[src/rtl/tiny_cpu_pkg.sv]
`default_nettype none
// ============================================================================
// Module : tiny_cpu_pkg
// Brief  : Opcodes, FSM state encoding and instruction field offsets shared
//          by the tiny accumulator CPU core and its register file.
// Rev    : 1.0  initial release
// ============================================================================
package tiny_cpu_pkg;

    // Opcode values held in the low nibble of every instruction word
    localparam logic [3:0] OP_NOP  = 4'h0;
    localparam logic [3:0] OP_ADD  = 4'h1;
    localparam logic [3:0] OP_SWAP = 4'h2;
    localparam logic [3:0] OP_JMP  = 4'h3;
    localparam logic [3:0] OP_JNZ  = 4'h4;
    localparam logic [3:0] OP_LDI  = 4'h5;
    localparam logic [3:0] OP_SUB  = 4'h6;
    localparam logic [3:0] OP_AND  = 4'h7;
    localparam logic [3:0] OP_XOR  = 4'h8;
    localparam logic [3:0] OP_JZ   = 4'h9;
    localparam logic [3:0] OP_OUT  = 4'hA;
    localparam logic [3:0] OP_HALT = 4'hB;

    // Field layout: op in [3:0], rd directly above, rs directly above rd
    localparam int OP_LSB = 0;
    localparam int OP_W   = 4;
    localparam int RD_LSB = 4;

    typedef enum logic [2:0] {
        ST_ADDR  = 3'd0,
        ST_INSTR = 3'd1,
        ST_EXEC  = 3'd2,
        ST_OPND  = 3'd3,
        ST_HALT  = 3'd4
    } state_t;

    // Ops that consume the following program word as an immediate
    function automatic logic is_imm_op(input logic [3:0] op);
        return (op == OP_JMP) || (op == OP_JNZ) || (op == OP_LDI) || (op == OP_JZ);
    endfunction

endpackage
`default_nettype wire

[src/rtl/tiny_cpu_regfile.sv]
`default_nettype none
// ============================================================================
// Module : tiny_cpu_regfile
// Brief  : NREGS x DW register file, two combinational read ports and two
//          write ports (the second port exists so SWAP commits in one cycle).
// Rev    : 1.0  initial release
// ============================================================================
module tiny_cpu_regfile #(
    parameter int DW    = 8,
    parameter int NREGS = 4,
    parameter int RW    = $clog2(NREGS)
) (
    input  logic          clk,
    input  logic          reset,
    input  logic [RW-1:0] rd_addr,
    input  logic [RW-1:0] rs_addr,
    output logic [DW-1:0] rd_data,
    output logic [DW-1:0] rs_data,
    input  logic          wa_en,
    input  logic [RW-1:0] wa_addr,
    input  logic [DW-1:0] wa_data,
    input  logic          wb_en,
    input  logic [RW-1:0] wb_addr,
    input  logic [DW-1:0] wb_data
);

    logic [DW-1:0] regs [NREGS];

    assign rd_data = regs[rd_addr];
    assign rs_data = regs[rs_addr];

    // Storage: every entry resets to 1; port b wins on an address clash,
    // which only happens for SWAP rd,rd where both ports carry the same value
    always_ff @(posedge clk or posedge reset) begin
        if (reset) begin
            for (int i = 0; i < NREGS; i++) begin
                regs[i] <= DW'(1);
            end
        end else begin
            if (wa_en) begin
                regs[wa_addr] <= wa_data;
            end
            if (wb_en) begin
                regs[wb_addr] <= wb_data;
            end
        end
    end

endmodule
`default_nettype wire

[src/rtl/tiny_cpu_core.sv]
`default_nettype none
// ============================================================================
// Module : tiny_cpu_core
// Brief  : Multi-cycle accumulator CPU: fetch/execute FSM with wait-state
//          memory handshake, register-file ALU ops, conditional jumps,
//          one-cycle output strobe and sticky HALT.
// Rev    : 1.0  initial release
// ============================================================================
module tiny_cpu_core
    import tiny_cpu_pkg::*;
#(
    parameter int DW    = 8,
    parameter int AW    = 6,
    parameter int NREGS = 4
) (
    input  logic          clk,
    input  logic          reset,
    output logic [AW-1:0] mem_addr,
    output logic          mem_req,
    input  logic          mem_ready,
    input  logic [DW-1:0] mem_rdata,
    output logic [DW-1:0] out_data,
    output logic          out_valid,
    output logic          halted
);

    localparam int RW = $clog2(NREGS);

    // Instruction word must hold opcode plus two register indices
    if (DW < 4 + 2 * RW) begin : g_dw_check
        $error("tiny_cpu_core: DW must be >= 4 + 2*clog2(NREGS)");
    end

    // Jump targets are taken from the low AW bits of the operand word
    if (AW > DW) begin : g_aw_check
        $error("tiny_cpu_core: AW must not exceed DW");
    end

    state_t        state;
    logic [AW-1:0] pc;
    logic [DW-1:0] instr;

    logic [3:0]    op;
    logic [RW-1:0] rd_idx;
    logic [RW-1:0] rs_idx;
    logic [DW-1:0] rd_val;
    logic [DW-1:0] rs_val;
    logic [DW-1:0] alu_res;
    logic [AW-1:0] imm_addr;

    logic          wa_en;
    logic [DW-1:0] wa_data;
    logic          wb_en;

    assign op       = instr[OP_LSB +: OP_W];
    assign rd_idx   = instr[RD_LSB +: RW];
    assign rs_idx   = instr[RD_LSB + RW +: RW];
    assign imm_addr = mem_rdata[AW-1:0];

    tiny_cpu_regfile #(
        .DW    (DW),
        .NREGS (NREGS),
        .RW    (RW)
    ) u_regfile (
        .clk     (clk),
        .reset   (reset),
        .rd_addr (rd_idx),
        .rs_addr (rs_idx),
        .rd_data (rd_val),
        .rs_data (rs_val),
        .wa_en   (wa_en),
        .wa_addr (rd_idx),
        .wa_data (wa_data),
        .wb_en   (wb_en),
        .wb_addr (rs_idx),
        .wb_data (rd_val)
    );

    // ALU: two-operand ops wrap modulo 2^DW, no flags
    always_comb begin
        alu_res = rd_val;
        case (op)
            OP_ADD:  alu_res = rd_val + rs_val;
            OP_SUB:  alu_res = rd_val - rs_val;
            OP_AND:  alu_res = rd_val & rs_val;
            OP_XOR:  alu_res = rd_val ^ rs_val;
            default: alu_res = rd_val;
        endcase
    end

    // Register write control: ALU/SWAP commit in EXEC, LDI commits when its operand arrives
    always_comb begin
        wa_en   = 1'b0;
        wb_en   = 1'b0;
        wa_data = alu_res;
        if (state == ST_EXEC) begin
            case (op)
                OP_ADD, OP_SUB, OP_AND, OP_XOR: wa_en = 1'b1;
                OP_SWAP: begin
                    wa_en   = 1'b1;
                    wb_en   = 1'b1;
                    wa_data = rs_val;
                end
                OP_NOP, OP_JMP, OP_JNZ, OP_LDI, OP_JZ, OP_OUT, OP_HALT: wa_en = 1'b0;
                default: wa_en = 1'b0;
            endcase
        end else if ((state == ST_OPND) && mem_ready && (op == OP_LDI)) begin
            wa_en   = 1'b1;
            wa_data = mem_rdata;
        end
    end

    // Sequencer: fetch, execute and operand phases with registered memory and output signals
    always_ff @(posedge clk or posedge reset) begin
        if (reset) begin
            state     <= ST_ADDR;
            pc        <= '0;
            instr     <= '0;
            mem_addr  <= '0;
            mem_req   <= 1'b0;
            out_data  <= '0;
            out_valid <= 1'b0;
            halted    <= 1'b0;
        end else begin
            out_valid <= 1'b0;
            case (state)
                ST_ADDR: begin
                    mem_addr <= pc;
                    pc       <= pc + AW'(1);
                    mem_req  <= 1'b1;
                    state    <= ST_INSTR;
                end
                ST_INSTR: begin
                    if (mem_ready) begin
                        instr   <= mem_rdata;
                        mem_req <= 1'b0;
                        state   <= ST_EXEC;
                    end
                end
                ST_EXEC: begin
                    if (op == OP_HALT) begin
                        halted <= 1'b1;
                        state  <= ST_HALT;
                    end else if (is_imm_op(op)) begin
                        mem_addr <= pc;
                        pc       <= pc + AW'(1);
                        mem_req  <= 1'b1;
                        state    <= ST_OPND;
                    end else begin
                        if (op == OP_OUT) begin
                            out_data  <= rd_val;
                            out_valid <= 1'b1;
                        end
                        state <= ST_ADDR;
                    end
                end
                ST_OPND: begin
                    if (mem_ready) begin
                        mem_req <= 1'b0;
                        state   <= ST_ADDR;
                        // Not-taken branches leave pc pointing past the operand
                        case (op)
                            OP_JMP: pc <= imm_addr;
                            OP_JNZ: if (rd_val != '0) pc <= imm_addr;
                            OP_JZ:  if (rd_val == '0) pc <= imm_addr;
                            default: pc <= pc;
                        endcase
                    end
                end
                ST_HALT: begin
                    mem_req <= 1'b0;
                end
                default: begin
                    state <= ST_ADDR;
                end
            endcase
        end
    end

endmodule
`default_nettype wire
[config.mk]
export PLATFORM = sky130hd
export DESIGN_NAME = tiny_cpu_core
export DESIGN_NICKNAME = d
export VERILOG_FILES = /design/src/rtl/tiny_cpu_pkg.sv /design/src/rtl/tiny_cpu_regfile.sv /design/src/rtl/tiny_cpu_core.sv
export SDC_FILE = /design/constraint.sdc
export NUM_CORES = 1
export LEC_CHECK = 0
export CAP_MARGIN = 20
export CORE_UTILIZATION = 35
export DETAILED_ROUTE_END_ITERATION = 10
export RECOVER_POWER = 25
export SETUP_SLACK_MARGIN = 0.15
export SYNTH_ARGS = -nofsm -noshare
export SYNTH_HDL_FRONTEND = slang
export SYNTH_SLANG_ARGS = --single-unit
export TNS_END_PERCENT = 50
[constraint.sdc]
create_clock -name clk -period 3.5 [get_ports clk]
set_input_delay 0.35 -clock clk [delete_from_list [all_inputs] [get_ports clk]]
set_output_delay 0.35 -clock clk [all_outputs]
set_load 0.1 [all_outputs]
-- Word level (Yosys, flattened, before mapping)
Index checks and enable logic that the tools add are counted.
- bits of input ports: 11
- output and inout port bits: 17
- word-level logic and storage cells: 117
- flip-flop bits (word level): 66
- add/subtract/negate cells: 3
- reductions and logical operators: 22
- bitwise operators: 7
- $lt $le $gt $ge: 4
- muxes and demuxes: 46
- equality and inequality tests: 23
- operators by type and width (operator ; count):
    2-to-1 mux 8 bit ; 9
    bitwise mux 32 bit ; 2
    2-to-1 mux 32 bit ; 2
    2-to-1 mux 6 bit ; 7
    case mux 6 bit (3 select lines) ; 2
    binary-select mux 8 bit (select 2 bit) ; 2
    demux 8 bit (select 2 bit) ; 2
    case mux 8 bit (4 select lines) ; 1
    == test 4 x 3 -> 1 bit, second input constant ; 4
    == test 4 bit, second input constant ; 4
    case mux 3 bit (5 select lines) ; 1
    2-to-1 mux 1 bit ; 12
    case mux 6 bit (2 select lines) ; 1
    2-to-1 mux 3 bit ; 3
    adder 8 bit ; 1
    AND 8 bit ; 1
    == test 4 x 2 -> 1 bit, second input constant ; 2
    zero test 8 bit ; 1
    AND reduction 4 bit ; 2
    nonzero test 8 bit ; 1
    subtractor 8 bit ; 1
    bitwise XOR 8 bit ; 1
    AND reduction 7 bit ; 1
    adder 6 x 1 -> 6 bit, second input constant ; 1
    other kinds (24) ; 41

-- Depth between registers and ports, before layout
Gate-level depths: netlist (run 1).
- depth after elaboration: 12
- depth in mapped cells: 15
- mapped depth without buffers: 14

-- Hierarchy
From an unflattened synthesis (run 1), not the netlist that was laid out.
- cells, all modules: 517
- area total of the unflattened synthesis: 4673.2 um^2
- modules (own cells, without submodules) (module ; instances ; cells an instance ; area each (um^2)):
    tiny_cpu_core ; 1 ; 312 ; 2698.8
    tiny_cpu_regfile ; 1 ; 205 ; 1974.4

-- Worst setup path after synthesis (run 1)
OpenSTA, ideal clock, no wires.
- kind: reg-to-reg
- from: register instr[6]
- to: register u_regfile.regs[6] in the netlist's numbering
- cell stages (with the launch flop): 15
- required time: 3.418 ns
- path slack: -0.073 ns
- arrival time: 3.491 ns
- buffers on the path: 1
- cell sequence: dfrtp_1 > buf_4 > mux4_2 > inv_1 > ha_1 > mux2_2 > fa_1 > nor2b_1 > o21a_1 > o21ai_0 > a2111oi_0 > o32ai_1 > o21ai_1 > nand3b_1 > a31oi_1
- cells in the longest elaborated chain, start to end: 12
- RTL lines (element ; line ; source):
    start: declaration ; tiny_cpu_core.sv:41 ; logic [DW-1:0] instr;
    start signal: assignment ; tiny_cpu_core.sv:135 ; instr <= mem_rdata;
    NOT 2 -> 3 bit (implied by the code) (*) ; tiny_cpu_regfile.sv:30, tiny_cpu_regfile.sv:44 ;
    binary-select mux 8 bit (select 2 bit) ; tiny_cpu_regfile.sv:30 ; assign rs_data = regs[rs_addr];
    2-to-1 mux 8 bit (implied by the code) (2 in series) ; tiny_cpu_regfile.sv:30 ;
    subtractor 8 bit, or another cell as far along ; tiny_cpu_core.sv:84 ; OP_SUB: alu_res = rd_val - rs_val;
    case mux 8 bit (4 select lines) ; tiny_cpu_core.sv:82 ; case (op)
    2-to-1 mux 8 bit (on tied branches) ; tiny_cpu_core.sv:107, tiny_cpu_core.sv:97 ;
    2-to-1 mux 8 bit ; tiny_cpu_core.sv:96 ; if (state == ST_EXEC) begin
    bitwise mux 32 bit ; tiny_cpu_regfile.sv:41 ; regs[wa_addr] <= wa_data;
    2-to-1 mux 32 bit ; tiny_cpu_regfile.sv:40 ; if (wa_en) begin
    bitwise mux 32 bit ; tiny_cpu_regfile.sv:44 ; regs[wb_addr] <= wb_data;
    2-to-1 mux 32 bit (*) ; tiny_cpu_regfile.sv:43 ; if (wb_en) begin
    end signal: indexed assignment ; tiny_cpu_regfile.sv:41 ;
    end signal: indexed assignment ; tiny_cpu_regfile.sv:44 ;
    end: declaration ; tiny_cpu_regfile.sv:27 ; logic [DW-1:0] regs [NREGS];
Every way passes the cells marked *; elsewhere a longest branch is shown, timed or not. The select of a mux whose other input is x is not followed.
A chain may end at the register's enable or synchronous reset.

-- Final worst setup path (run 1)
- from: register instr[6]
- to: register u_regfile.regs[5] in the netlist's numbering
The elaborated chain is that of the path after synthesis.

==> results of run 1 <==
==> kinds of logic (layout without fill, tap and decap cells) <==
family / Yosys count / count (layout)
XOR/XNOR: 8 / 8
AO/OA/AOI/OAI: 127 / 127
multiplexers: 64 / 64
flip-flops: 66 / 66
buffers and inverters: 48 / 115
adder cells (fa/ha/maj): 18 / 18
AND/OR/NAND/NOR: 154 / 154
==> sequential cells by signal, indices dropped and copies added (netlist names) <==
signal and count:
state 3, instr 8, out_valid 1, out_data 8
halted 1, pc 6, mem_addr 6, mem_req 1
u_regfile.regs 32
==> synth_stat cells, drive strengths merged, types with 4 or more instances <==
| library cell | count |
|---|---|
| o21ai | 50 |
| nand3 | 9 |
| a31oi | 12 |
| ha | 17 |
| buf | 14 |
| dfstp | 4 |
| nor2b | 13 |
| nand2 | 48 |
| mux4 | 15 |
| xnor2 | 7 |
| inv | 19 |
| nor3 | 14 |
| mux2 | 22 |
| mux2i | 27 |
| a22oi | 4 |
| nor3b | 11 |
| nand3b | 8 |
| nor2 | 31 |
| o22ai | 5 |
| clkbuf | 15 |
| dfrtp | 62 |
| a21oi | 27 |
==> final timing paths <==
kind                                       from                          end  slack [ps]  depth (start not counted)
max in group asynchronous                 reset         instr[6]$_DFFE_PP0P_        1160                          3
setup reg to reg           instr[6]$_DFFE_PP0P_  u_regfile.regs[5]$_DFF_PP0_           3                         14
setup / recovery           instr[6]$_DFFE_PP0P_  u_regfile.regs[5]$_DFF_PP0_           3                         14
hold / removal               halted$_DFFE_PP0P_           halted$_DFFE_PP0P_         480                          1
min in group asynchronous                 reset  u_regfile.regs[6]$_DFF_PP0_         570                          2
hold reg to reg              halted$_DFFE_PP0P_           halted$_DFFE_PP0P_         480                          1
==> metrics by stage <==
step | cell area [sq um] | std cells | setup TNS (ps)
3_3_place_gp | 5340 | 700 | -130
4_1_cts | 5780 | 720 | -39.3
2_1_floorplan | 4670 | 485 | 0
3_5_place_dp | 5340 | 700 | -381
5_1_grt | 5870 | 724 | -1260
6_report | 5870 | 724 | 0
==> layer usage <==
metal	GRT usage [%]	vias up
met5	0	-
met2	33.5	95
li1	-	1917
met4	6.92	0
met3	3.14	13
met1	28.9	1989
==> worst max-delay path, cell delays in order, from the launching register on <==
cell	delay (ps)
dfrtp_2	390
mux4_2	540
inv_2	100
ha_4	200
mux2_4	300
inv_4	70
ha_4	180
nor2b_1	120
o21a_1	190
o211ai_1	260
nand4_1	210
a31oi_4	230
o21ai_2	90
mux2_4	280
mux2_4	250
==> cell type report <==
cell class                 instances  area [sq um]
clock buffer                       9           225
fill                            1183          6900
timing repair buffer              80           676
clock inverter                     7          77.6
inverter                          19          73.8
multi-input combinational        371          2940
tap                              172           215
sequential                        66          1660
==> what timing repair did <==
action	CTS	global route
hold buffers	0	0
gates resized for setup	24	15
endpoints found under the setup margin	16	30
cloned	0	0
pin swaps	20	21
setup buffers	4	4
==> results_dict.tcl, run 1 <==
set metrics [dict create \
    antenna_found_initial 0 \
    pre_cts_slack_ps -97.2 \
    slew_violations 0 \
    drive_above_1_share_pct 27.7 \
    layout_setup_ws_ps 3.35 \
    via_count 4014 \
    die_w_um 117 \
    synth_ff_type "dfrtp_1" \
    syn_area_sq_um 4650 \
    clkTransAtPathRegs_ps 60 \
    drtAntennaViolNets 0 \
    finalSetupViolCount 0 \
    critPathCaptureType "register" \
    hp-class "reg -> reg" \
    period_share_pct 99.9 \
    dieArea_sq_um 13800 \
    synth_top_area_share_pct 33.4 \
    final.setup_skew_ps 11.8 \
    worstMarginPinSlew_ps 1360 \
    antenna_cells 0 \
    met2_length_mm 6.38 \
    place.detailed.hpwl_mm 9.92 \
    synth_xor_area_share_pct 1.51 \
    drc 0 \
    synth.area.mux_share_pct 18.5 \
    grt-ovfl-total 0 \
    grt_max_degree 28 \
    dr_wl_met3_um 507 \
    io_pins 28 \
    synth-seq-cells 66 \
    synth-simple-area-share_pct 17.4 \
    cts_root_buf "clkbuf_16" \
    synth_seq_area_share_pct 35.6 \
    arrival_ps 3710 \
    chipHeight_um 117 \
    synth-edff-count 0 \
    avgRoutedWirePerCell_um 18.5 \
    synthArstFlopShare_pct 100 \
    htreeDepth 3 \
    topRoutingLayerUsed "met4" \
    gp_congestion 0.865 \
    synth.distinct_cells 67 \
    hold_violations 0 \
    wirelength_mm 13.4 \
    cap_viol_max_count 0 \
    fmax_mhz 286 \
    period_needed_ps 3500 \
    startpoint_type "register" \
    final_cell_mix "61 x dfrtp_1, 49 x buf_4, 48 x nand2_1" \
    start_util_pct 36.4 \
    fin_nets 576 \
    synth_fp_nets 514 \
    rsz0062_at_grt "true" \
    first_global_vias 3936 \
    syn_inst 485 \
    status "completed" \
    firstDrtPassIters 5 \
    fin_util_pct 45.9 \
    clockBufferDepth 2 \
    yosys_warnings 0 \
    first_iter_violations 345 \
    required_ps 3720 \
    cp_max_fo 3 \
    holdWs_ps 480 \
    yosysTopAreaCell "dfrtp_1" \
    layout_commonest_cell "dfrtp_1" \
    numClockSinks 66 \
    slew_headroom_pct 9.56 \
    area_delta_synth_final_pct 26.2 \
    ys_top_cells_by_area "dfrtp_1 33%, mux4_2 7.3%, mux2i_1 5.8%" \
    grt_pass1_wl_mm 21.5 \
    avgSynthCellArea_sq_um 9.59 \
    cts_made_buffers 9 \
    port_buffers 27 \
    rows 41 \
    synth_compound_area_share_pct 17.3 \
    cts_tree "yes" \
    core_area_sq_um 12800 \
    via_per_inst 5.54 \
    met1_length_mm 6.27 \
    synthAdderAreaFrac_pct 5.00 \
    insertion_delay_ps 330 \
    path_class "reg -> reg" \
    synth_top_family_by_area "multiplexers" \
    grt.total_usage_pct 20.9 \
]
Power of run 1 is left out: the tool's default activity adds up to more than one toggle a clock period on the data nets, which glitch-free logic cannot reach.
==> run 2, diff against run 1 <==
==> constraint.sdc (replaced) <==
create_clock -name clk -period 3.5 [get_ports clk]
set_input_delay 0.7 -clock clk [delete_from_list [all_inputs] [get_ports clk]]
set_output_delay 0.7 -clock clk [all_outputs]
set_load 0.1 [all_outputs]
==> results_dict.tcl, run 2 (synthesis results as in run 1) <==
set metrics [dict create \
    holdWs_ps 465 \
    path_class "reg -> reg" \
    via_per_inst 5.71 \
    antenna_found_initial 0 \
    cts_setup_buffers 0 \
    drive_above_1_share_pct 26.6 \
    r2r_end "u_regfile.regs[5]$_DFF_PP0_" \
    area_delta_synth_final_pct 26.4 \
    status "complete, but fails checks" \
    pre_cts_slack_ps -128 \
    gp_congestion 0.932 \
    grt_pass1_wl_mm 21.4 \
    chipHeight_um 117 \
    period_needed_ps 3570 \
    clkTransAtPathRegs_ps 60 \
    fmax_mhz 280 \
    placed_cells 709 \
    violations "negative setup slack" \
    critPathCaptureType "register" \
    dieArea_sq_um 13800 \
    slew_violations 0 \
    first_iter_violations 346 \
    rr_worst_depth 14 \
    startpoint_type "register" \
    top_register "u_regfile.regs" \
    nFillCells 1198 \
    io_pins 28 \
    cts_tree "yes" \
    core_area_sq_um 12800 \
    numClockSinks 66 \
    layout_commonest_cell "dfrtp_1" \
    finalSetupViolCount 3 \
    first_global_vias 3934 \
    cts_root_buf "clkbuf_16" \
    start_util_pct 36.4 \
    fin_nets 577 \
    slew_headroom_pct 28.3 \
    stdcell_count 725 \
    insertion_delay_ps 340 \
    cp-startpoint "instr[6]$_DFFE_PP0P_" \
    final_cell_mix "61 x dfrtp_1, 51 x buf_4, 48 x nand2_1" \
    cap_viol_max_count 0 \
    via_count 4138 \
    ff_latch_area_sq_um 1660 \
    grt_max_degree 41 \
    final.setup_skew_ps 12.8 \
    clockBufferDepth 2 \
    arrival_ps 3790 \
    drc 0 \
    r2r-start "instr[6]$_DFFE_PP0P_" \
    fin_util_pct 46.0 \
    layout_setup_ws_ps -71.3 \
    crit_end "u_regfile.regs[5]$_DFF_PP0_" \
    reg_top3 "u_regfile.regs: 32 flops, instr: 8 flops, out_data: 8 flops" \
    rows 41 \
    largest_reg_flops 32 \
    grt-ovfl-total 0 \
    die_w_um 117 \
    rsz0062_at_grt "true" \
    cts_made_buffers 9 \
    multi_input_area_sq_um 2920 \
    reg2reg_slack_ps -70 \
    hold_violations 0 \
    cp_max_fo 4 \
    place.detailed.hpwl_mm 9.96 \
    avgRoutedWirePerCell_um 18.7 \
    wirelength_mm 13.6 \
    antenna_cells 0 \
    drtAntennaViolNets 0 \
    grt.total_usage_pct 21.1 \
    required_ps 3720 \
    port_buffers 27 \
    worstMarginPinSlew_ps 1070 \
    period_share_pct 102 \
    htreeDepth 3 \
    hp-class "reg -> reg" \
    firstDrtPassIters 5 \
]
run 2: what timing repair did:
action	CTS	global route
pin swaps	22	13
hold buffers	0	0
endpoints found under the hold margin	0	0
gates resized for setup	22	4
endpoints found under the setup margin	20	30
run 2: layout make-up:
type	count	area share, %
multi-input cells	371	49.6
flip-flops and latches	66	28.2
repair buffers	81	11.5
clock buffers	10	3.90
well taps	172	3.66
clock inverters	6	1.96
inverters	19	1.21
run 2: metrics by stage:
stage          setup TNS, ps  cell area, sq um
6_report                -130              5880
5_1_grt                -1680              5880
4_1_cts                 -128              5870
3_5_place_dp            -575              5420
3_3_place_gp            -238              5420
2_1_floorplan              0              4670
run 2: worst min path at each step:
| stage | start | end | cells past startpoint |
|---|---|---|---|
| 4_1_cts | halted$_DFFE_PP0P_ | halted$_DFFE_PP0P_ | 1 |
| 3_5_place_dp | halted$_DFFE_PP0P_ | halted$_DFFE_PP0P_ | 1 |
| 5_1_grt | halted$_DFFE_PP0P_ | halted$_DFFE_PP0P_ | 1 |
| 2_1_floorplan | pc[1]$_DFFE_PP0P_ | pc[1]$_DFFE_PP0P_ | 2 |
| 6_report | halted$_DFFE_PP0P_ | halted$_DFFE_PP0P_ | 1 |
| 3_3_place_gp | halted$_DFFE_PP0P_ | halted$_DFFE_PP0P_ | 1 |
run 2: critical path: stages, from the launching register on:
cell      delay (ps)
dfrtp_2          410
mux4_2           560
inv_2             90
ha_4             190
mux2_4           290
inv_2             70
ha_4             190
nor2b_4          120
o21a_1           200
o211ai_1         280
nand4_1          160
a31oi_2          250
o21ai_2          110
mux2_4           280
mux2_4           250
run 2: layer usage:
| layer | GRT usage [%] | vias up | part of all wire, % |
|---|---|---|---|
| li1 | - | 1923 | - |
| met1 | 28.1 | 2037 | 45 |
| met2 | 33.2 | 144 | 47 |
| met3 | 4.02 | 34 | 5.8 |
| met4 | 9.79 | 0 | 2.6 |
| met5 | 0 | - | 0 |
Power of run 2 is left out for the same reason.
==> run 3, diff against run 2 <==
==> constraint.sdc (replaced) <==
create_clock -name clk -period 3.5 [get_ports clk]
set_input_delay 0.525 -clock clk [delete_from_list [all_inputs] [get_ports clk]]
set_output_delay 0.525 -clock clk [all_outputs]
set_load 0.1 [all_outputs]
==> results_dict.tcl, run 3 (synthesis results as in run 1) <==
set metrics [dict create \
    final.setup_skew_ps 5.65 \
    fmax_mhz 280 \
    dieArea_sq_um 13800 \
    io_pins 28 \
    violations "negative setup slack" \
    slew_violations 0 \
    grt-ovfl-total 0 \
    area_delta_synth_final_pct 28.0 \
    dpl_cell_area_sq_um 5350 \
    antenna_cells 0 \
    numClockSinks 66 \
    wirelength_mm 13.3 \
    period_needed_ps 3570 \
    drtAntennaViolNets 0 \
    top_register "u_regfile.regs" \
    avgRoutedWirePerCell_um 18.4 \
    via_per_inst 5.58 \
    hp-class "reg -> reg" \
    reg_top3 "u_regfile.regs: 32 flops, instr: 8 flops, out_data: 8 flops" \
    clkTransAtPathRegs_ps 60 \
    layout_commonest_cell "dfrtp_1" \
    drive_above_1_share_pct 28.3 \
    core_area_sq_um 12800 \
    via_count 4031 \
    nFillCells 1152 \
    fin_nets 575 \
    rsz0062_at_grt "true" \
    insertion_delay_ps 340 \
    slowest_delay_ps 550 \
    slew_headroom_pct 4.75 \
    finalInstanceArea_sq_um 5950 \
    largest_reg_flops 32 \
    die_w_um 117 \
    startpoint_type "register" \
    path_cells "mux4_2 -> inv_2 -> ha_4 -> mux2_4 -> inv_2 -> ha_4 -> nor2b_4 -> o21a_1 -> o211ai_1 -> nand4_1 -> a31oi_2 -> o21ai_2 -> mux2_4 -> mux2_4" \
    arrival_ps 3790 \
    grt.total_usage_pct 20.9 \
    htreeDepth 3 \
    multi_input_area_sq_um 2980 \
    cts_tree "yes" \
    cts_made_buffers 9 \
    cp_max_fo 3 \
    ff_latch_area_sq_um 1660 \
    grt_pass1_wl_mm 21.4 \
    firstDrtPassIters 5 \
    grt_max_degree 36 \
    hold_violations 0 \
    rows 41 \
    finalSetupViolCount 2 \
    cp_slowest_cell "mux4_2" \
    first_global_vias 3949 \
    first_iter_violations 386 \
    worstMarginPinSlew_ps 1430 \
    start_util_pct 36.4 \
    chipHeight_um 117 \
    place.detailed.hpwl_mm 9.65 \
    final_cell_mix "61 x dfrtp_1, 48 x nand2_1, 48 x buf_4" \
    cts_root_buf "clkbuf_16" \
    gp_congestion 0.908 \
    period_share_pct 102 \
    layout_setup_ws_ps -68.7 \
    clockBufferDepth 2 \
    cts-hold-fix-buffers 0 \
    status "complete, but fails checks" \
    path_class "reg -> reg" \
    port_buffers 27 \
    cp_common_cell "mux2_4" \
    required_ps 3720 \
    cap_viol_max_count 0 \
    critPathCaptureType "register" \
    drc 0 \
    antenna_found_initial 0 \
]
==> run 3: per-stage QoR <==
step	util, %	std cells	hold slack [ps]	setup TNS [ps]	worst slack (ps)
final	46.6	723	482	-70.2	-68.7
after global routing	46.6	723	517	-1480	-191
after floorplan	-	485	488	0	31.1
after global placement	41.9	698	452	-53.9	-36.4
after CTS	45.6	717	479	-83.5	-83.5
after detailed placement	41.9	698	458	-946	-220
==> run 3: timing repair <==
item,CTS,global route
pin swaps,19,29
setup endpoints to repair,18,25
resized for setup,25,15
buffers inserted,3,6
==> run 3: layout make-up <==
class                           instances  area share (%)
Inverter                               19            1.20
Clock buffer                           12            4.48
Tap cell                              172            3.61
Clock inverter                          4            1.22
Timing Repair Buffer                   79            11.6
Multi-Input combinational cell        371            50.0
Sequential cell                        66            27.8
==> run 3: path summary, 6_finish.rpt <==
check	from	to	slack (ps)	depth (start not counted)
worst max-delay path	instr[6]$_DFFE_PP0P_	u_regfile.regs[5]$_DFF_PP0_	-70	14
worst min-delay path	halted$_DFFE_PP0P_	halted$_DFFE_PP0P_	480	1
worst max register to register	instr[6]$_DFFE_PP0P_	u_regfile.regs[5]$_DFF_PP0_	-70	14
worst min register to register	halted$_DFFE_PP0P_	halted$_DFFE_PP0P_	480	1
max in group asynchronous	reset	u_regfile.regs[16]$_DFF_PP1_	1560	3
min in group asynchronous	reset	pc[3]$_DFFE_PP0P_	1040	2
==> run 3: layer usage <==
layer  vias up  GRT usage (%)  part of all wire, %
met5         -              0                    0
met4         0           9.70                  3.1
met3        35           4.27                  5.6
met2       139           32.6                   47
met1      1950           27.8                   45
li1       1907              -                    -
==> run 3: critical path: cells and delay by family, from the launching register on <==
family / cells / cell delay [ps]
mux: 4 / 1370
compound gates: 4 / 830
flops: 1 / 400
fa+ha+maj: 2 / 380
simple gates: 2 / 310
buf+inv: 2 / 160
Power of run 3 is left out for the same reason.
